<file path="config.mk">
export PLATFORM = sky130hd
export DESIGN_NAME = alu_scheduler
export DESIGN_NICKNAME = d
export VERILOG_FILES = /design/src/rtl/alu_scheduler.sv
export SDC_FILE = /design/constraint.sdc
export NUM_CORES = 1
export LEC_CHECK = 0
export ABC_CLOCK_PERIOD_IN_PS = 1750
export CORE_MARGIN = 5
export CORE_UTILIZATION = 38
export CTS_BUF_LIST = sky130_fd_sc_hd__clkbuf_8
export DETAILED_ROUTE_END_ITERATION = 8
export PLACE_DENSITY_LB_ADDON = 0.3
export SLEW_MARGIN = 20
export SYNTH_ARGS = -nofsm -noshare
export SYNTH_HDL_FRONTEND = slang
export SYNTH_SLANG_ARGS = --single-unit
</file>
<file path="constraint.sdc">
create_clock -name clk -period 1.75 [get_ports clk]
set_input_delay 0.525 -clock clk [delete_from_list [all_inputs] [get_ports clk]]
set_output_delay 0.525 -clock clk [all_outputs]
set_load 0.005 [all_outputs]
</file>
<file path="src/rtl/alu_scheduler.sv">
// alu_scheduler -- two-requester round-robin front end for a multi-cycle ALU.
//
// Purpose:
//   Accepts one command at a time from two requesters. The command is either
//   answered directly (opcode 3'b000) or issued to the ALU. In the ALU case the
//   block waits for alu_done and returns exactly one response pulse, or gives
//   up after TIMEOUT busy cycles.
//
// Ports:
//   clk, reset_n             clock, synchronous active-low reset
//   reqN_valid / reqN_ready  command handshake, N = 0,1 (ready is combinational)
//   reqN_a, reqN_b, reqN_op  operands and opcode of requester N
//   alu_start                ALU start strobe, held high while waiting
//   alu_a, alu_b, alu_op     command driven to the ALU
//   alu_done, alu_result     ALU completion and result
//   rsp_valid                one-cycle response pulse
//   rsp_id                   index of the requester that was served
//   rsp_result, rsp_err      response data, timeout flag (both held between pulses)
//   busy                     high whenever the scheduler is not idle
module alu_scheduler #(
  parameter int TIMEOUT = 15
) (
  input  logic        clk,
  input  logic        reset_n,
  input  logic        req0_valid,
  output logic        req0_ready,
  input  logic [7:0]  req0_a,
  input  logic [7:0]  req0_b,
  input  logic [2:0]  req0_op,
  input  logic        req1_valid,
  output logic        req1_ready,
  input  logic [7:0]  req1_a,
  input  logic [7:0]  req1_b,
  input  logic [2:0]  req1_op,
  output logic        alu_start,
  output logic [7:0]  alu_a,
  output logic [7:0]  alu_b,
  output logic [2:0]  alu_op,
  input  logic        alu_done,
  input  logic [15:0] alu_result,
  output logic        rsp_valid,
  output logic        rsp_id,
  output logic [15:0] rsp_result,
  output logic        rsp_err,
  output logic        busy
);

  localparam int CW = (TIMEOUT > 1) ? $clog2(TIMEOUT) : 1;
  localparam logic [CW-1:0] LAST_CNT = CW'(TIMEOUT - 1);
  localparam logic [CW-1:0] CNT_ONE  = CW'(1);

  typedef enum logic [1:0] {
    IDLE = 2'd0,
    BUSY = 2'd1,
    RESP = 2'd2
  } state_t;

  state_t          state_r;
  logic            last_grant_r;  // requester granted most recently (1 after reset => req0 first)
  logic            cmd_id_r;      // requester owning the command in flight
  logic [CW-1:0]   cnt_r;         // BUSY cycle counter, 0 on entry

  logic            grant_valid_s;
  logic            grant_id_s;
  logic [7:0]      sel_a_s;
  logic [7:0]      sel_b_s;
  logic [2:0]      sel_op_s;
  logic            accept_s;

  // Round-robin arbitration: on a tie the requester not granted last wins.
  always_comb begin
    grant_valid_s = 1'b0;
    grant_id_s    = 1'b0;
    if (req0_valid && req1_valid) begin
      grant_valid_s = 1'b1;
      grant_id_s    = ~last_grant_r;
    end else if (req0_valid) begin
      grant_valid_s = 1'b1;
      grant_id_s    = 1'b0;
    end else if (req1_valid) begin
      grant_valid_s = 1'b1;
      grant_id_s    = 1'b1;
    end else begin
      grant_valid_s = 1'b0;
      grant_id_s    = 1'b0;
    end
  end

  // Operand mux for the granted requester.
  always_comb begin
    if (grant_id_s) begin
      sel_a_s  = req1_a;
      sel_b_s  = req1_b;
      sel_op_s = req1_op;
    end else begin
      sel_a_s  = req0_a;
      sel_b_s  = req0_b;
      sel_op_s = req0_op;
    end
  end

  // Ready is gated by reset_n so nothing looks accepted while reset is held.
  assign accept_s   = reset_n && (state_r == IDLE) && grant_valid_s;
  assign req0_ready = accept_s && (grant_id_s == 1'b0);
  assign req1_ready = accept_s && (grant_id_s == 1'b1);

  // Scheduler FSM with all outputs registered alongside the state.
  always_ff @(posedge clk) begin
    if (!reset_n) begin
      state_r      <= IDLE;
      last_grant_r <= 1'b1;
      cmd_id_r     <= 1'b0;
      cnt_r        <= '0;
      alu_start    <= 1'b0;
      alu_a        <= 8'd0;
      alu_b        <= 8'd0;
      alu_op       <= 3'd0;
      rsp_valid    <= 1'b0;
      rsp_id       <= 1'b0;
      rsp_result   <= 16'd0;
      rsp_err      <= 1'b0;
      busy         <= 1'b0;
    end else begin
      case (state_r)
        IDLE: begin
          rsp_valid <= 1'b0;
          if (grant_valid_s) begin
            last_grant_r <= grant_id_s;
            cmd_id_r     <= grant_id_s;
            busy         <= 1'b1;
            if (sel_op_s == 3'b000) begin
              // No-op: answer straight away without touching the ALU.
              state_r    <= RESP;
              rsp_valid  <= 1'b1;
              rsp_id     <= grant_id_s;
              rsp_result <= 16'd0;
              rsp_err    <= 1'b0;
            end else begin
              state_r   <= BUSY;
              alu_start <= 1'b1;
              alu_a     <= sel_a_s;
              alu_b     <= sel_b_s;
              alu_op    <= sel_op_s;
              cnt_r     <= '0;
            end
          end
        end
        BUSY: begin
          cnt_r <= cnt_r + CNT_ONE;
          // alu_done in the first BUSY cycle may belong to the previous command.
          // Done is tested first so it wins over a coincident timeout.
          if (alu_done && (cnt_r != '0)) begin
            state_r    <= RESP;
            alu_start  <= 1'b0;
            rsp_valid  <= 1'b1;
            rsp_id     <= cmd_id_r;
            rsp_result <= alu_result;
            rsp_err    <= 1'b0;
          end else if (cnt_r == LAST_CNT) begin
            state_r    <= RESP;
            alu_start  <= 1'b0;
            rsp_valid  <= 1'b1;
            rsp_id     <= cmd_id_r;
            rsp_result <= 16'd0;
            rsp_err    <= 1'b1;
          end
        end
        RESP: begin
          rsp_valid <= 1'b0;
          busy      <= 1'b0;
          state_r   <= IDLE;
        end
        default: begin
          state_r   <= IDLE;
          alu_start <= 1'b0;
          rsp_valid <= 1'b0;
          busy      <= 1'b0;
        end
      endcase
    end
  end

endmodule

</file>
==> summary.md <==
| Metric | Value |
|---|---|
| Slew Viols, Final | `0` |
| Hpwl dp | `4500 µm` |
| Final nets | `423` |
| Post-layout instance area | `3620 µm²` |
| Area added between synthesis and finish | `67.0%` |
| Initial antenna violation count | `0` |
| Slew margin rel. | `67.9%` |
| Mapped Cells | `245` |
| Pleak | `1.42 nW` |
| Worst setup SP type | `primary input` |
| Vias | `2,216` |
| Avg Inst Size Synth | `8.85 µm²` |
| Max Clk Rate | `582 MHz` |
| Clock transition at path regs | `0.08 ns` |
| Die Ht | `85.5 µm` |
| Clock net sink count | `48` |
| Layout cells sized above 1 | `17.1%` |
| Diode count | `0` |
| Core footprint | `5540 µm²` |
| Number of routed nets with antenna violations | `0` |
| Yosys cell types | `36` |
| Hold/Removal Path Class | `register to register` |
| Initial core utilization | `39.1%` |
| Area post-placement | `3380 µm²` |
| TritonCTS Buffers | `5` |
| Cell area power density | `754 nW/µm²` |
| Sequential area share after synthesis | `44.3%` |
| Max-cap violations | `0` |
| I/O Pins | `101` |
| Clk_lat worst skew | `0.30 ns` |
| Status | `finished, final reports clean` |
| Drt pass-1 iters | `4` |
| Commonest non-fill, non-tap cell in the layout | `clkdlybuf4s50_1` |
| Setup TNS | `0 ns` |
| Drt drc | `0` |
| Setup CP Type | `primary input to primary output` |
| Synthesis Warnings | `0` |
| Routed wire length | `6270 µm` |
| CTS tree | `built` |
| Via density | `5.11` |
| Final Hold Fails | `0` |
| Per-cell routed wire length | `14.4 µm` |
| Placer Congestion | `0.820` |
| Flop and latch count out of synthesis | `48` |
| Synthesized area | `2170 µm²` |
| Dpl ws | `-0.768 ns` |
| Die width | `85.5 µm` |
| CP max FO | `3` |
| WP data arrival | `1.19 ns` |
| FP Rows | `27` |
| Number of global-route vias before repair | `2,135` |
| Max clock buf depth | `2` |
| Final min period | `1.72 ns` |
| Slew at the pin closest to its max-slew limit | `0.481 ns` |
| Worst hold margin | `0.461 ns` |
| Most frequent cells in the layout | `89 x clkdlybuf4s50_1, 46 x dfxtp_1, 41 x nand2_1, 24 x a21oi_1` |
| Worst IR Drop VDD | `0.516 mV` |
| WP data required | `1.22 ns` |
| Multi-input gate area | `1190 µm²` |
| Port bufs | `100` |
| Die Area | `7310 µm²` |
| First-pass GRT wire length | `9850 µm` |
| Final setup margin | `0.0314 ns` |
| Initial DRC Count | `87` |
| Mapped Nets | `307` |
| Worst Skew | `0.00804 ns` |
| Period utilization | `98.2%` |
| GRT overflow | `0` |
| Root Buffer | `clkbuf_8` |
| Pin count of the biggest net entering global routing | `41` |
| H-tree depth | `2` |
| Gr usage total | `16.4%` |
| Setup crit end kind | `primary output` |
| FF+latch area | `963 µm²` |
| Final setup fails | `0` |
| Fill cells | `485` |
==> state kept, by name, summed over array words and instances, names as in the netlist, 2 cells and up <==
register	count
alu_a	8
alu_b	8
rsp_result	16
alu_op	3
cnt_r	4
state_r	2
==> synth_stat cells <==
library cell	count	area (µm²)
and3_1	1	6.26
o211ai_1	2	15.0
a21boi_4	1	18.8
a211oi_1	18	135
nor2b_1	1	6.26
o21ba_2	1	10.0
clkbuf_1	11	41.3
ha_1	3	37.5
o21ai_0	8	40.0
o21ai_1	1	5.00
a22oi_1	2	15.0
or2_2	1	6.26
nor2_1	4	15.0
o22ai_2	1	12.5
a2bb2oi_1	1	8.76
a21o_1	1	7.51
nor2_2	1	6.26
a31oi_1	1	6.26
buf_1	1	3.75
mux2_2	4	45.0
a31o_2	2	17.5
nand3_1	3	15.0
mux2i_1	22	220
a211o_1	2	17.5
dfxtp_1	48	961
nand2_1	41	154
o22ai_1	16	100
a21oi_1	24	120
inv_1	5	18.8
nand2b_1	2	12.5
inv_2	1	3.75
nand4_1	2	12.5
a221oi_1	1	8.76
nor3_1	5	25.0
o22a_1	1	8.76
buf_2	6	30.0
==> where the power goes <==
group	switching [W]	internal (W)
Sequential	0.0000508	0.00118
Clock	0.000374	0.000316
Combinational	0.000335	0.000472
==> layer usage <==
metal	track usage, %	share of wire (%)	vias up
met2	27.0	45	83
li1	-	-	1126
met4	4.32	1.5	0
met1	19.8	42	1000
met5	0	0	-
met3	6.82	11	7
==> kinds of logic after synthesis <==
kind of cell             count (synthesis)  synth area share, %
buffers and inverters                   24                 4.50
adder cells (fa/ha/maj)                  3                 1.73
AO/OA/AOI/OAI                           83                 25.2
flip-flops                              48                 44.3
multiplexers                            26                 12.2
AND/OR/NAND/NOR                         61                 12.0
==> layout make-up <==
cell class              instances  share of cell area, %
repair buffers                127                   34.8
multi-input cells             173                   33.0
flip-flops and latches         48                   26.6
well taps                      72                   2.49
clock buffers                   6                   2.28
inverters                       6                  0.622
clock inverters                 2                  0.277
==> path summary, 6_finish.rpt <==
kind,startpoint,end,slack [ns],depth (start not counted)
max reg2reg,last_grant_r,alu_b[7],0.13,6
max,reset_n,req0_ready,0.03,4
min reg2reg,rsp_err,rsp_err,0.46,2
min,rsp_err,rsp_err,0.46,2
==> per-stage QoR <==
stage          utilization [%]  cells  power, W
6_report                  65.3    434   0.00273
4_1_cts                   64.7    433   0.00274
3_5_place_dp              61.0    421   0.00202
3_3_place_gp              61.0    421   0.00201
2_1_floorplan                -    245   0.00159
5_1_grt                   65.3    434   0.00287
==> worst max-delay path, cell delays in order <==
cell and delay (ns):
dlygate4sd2_1 0.26, inv_2 0.06, nor3_2 0.19, buf_2 0.16
==> what timing repair did <==
action,4_1_cts,5_1_grt
setup endpoints to repair,47,45
hold buffers,0,0
resized for setup,31,13
setup buffers,4,1
gates cloned,1,0
pin swaps,11,7
Note: power is estimated with default switching activity, not from simulation.
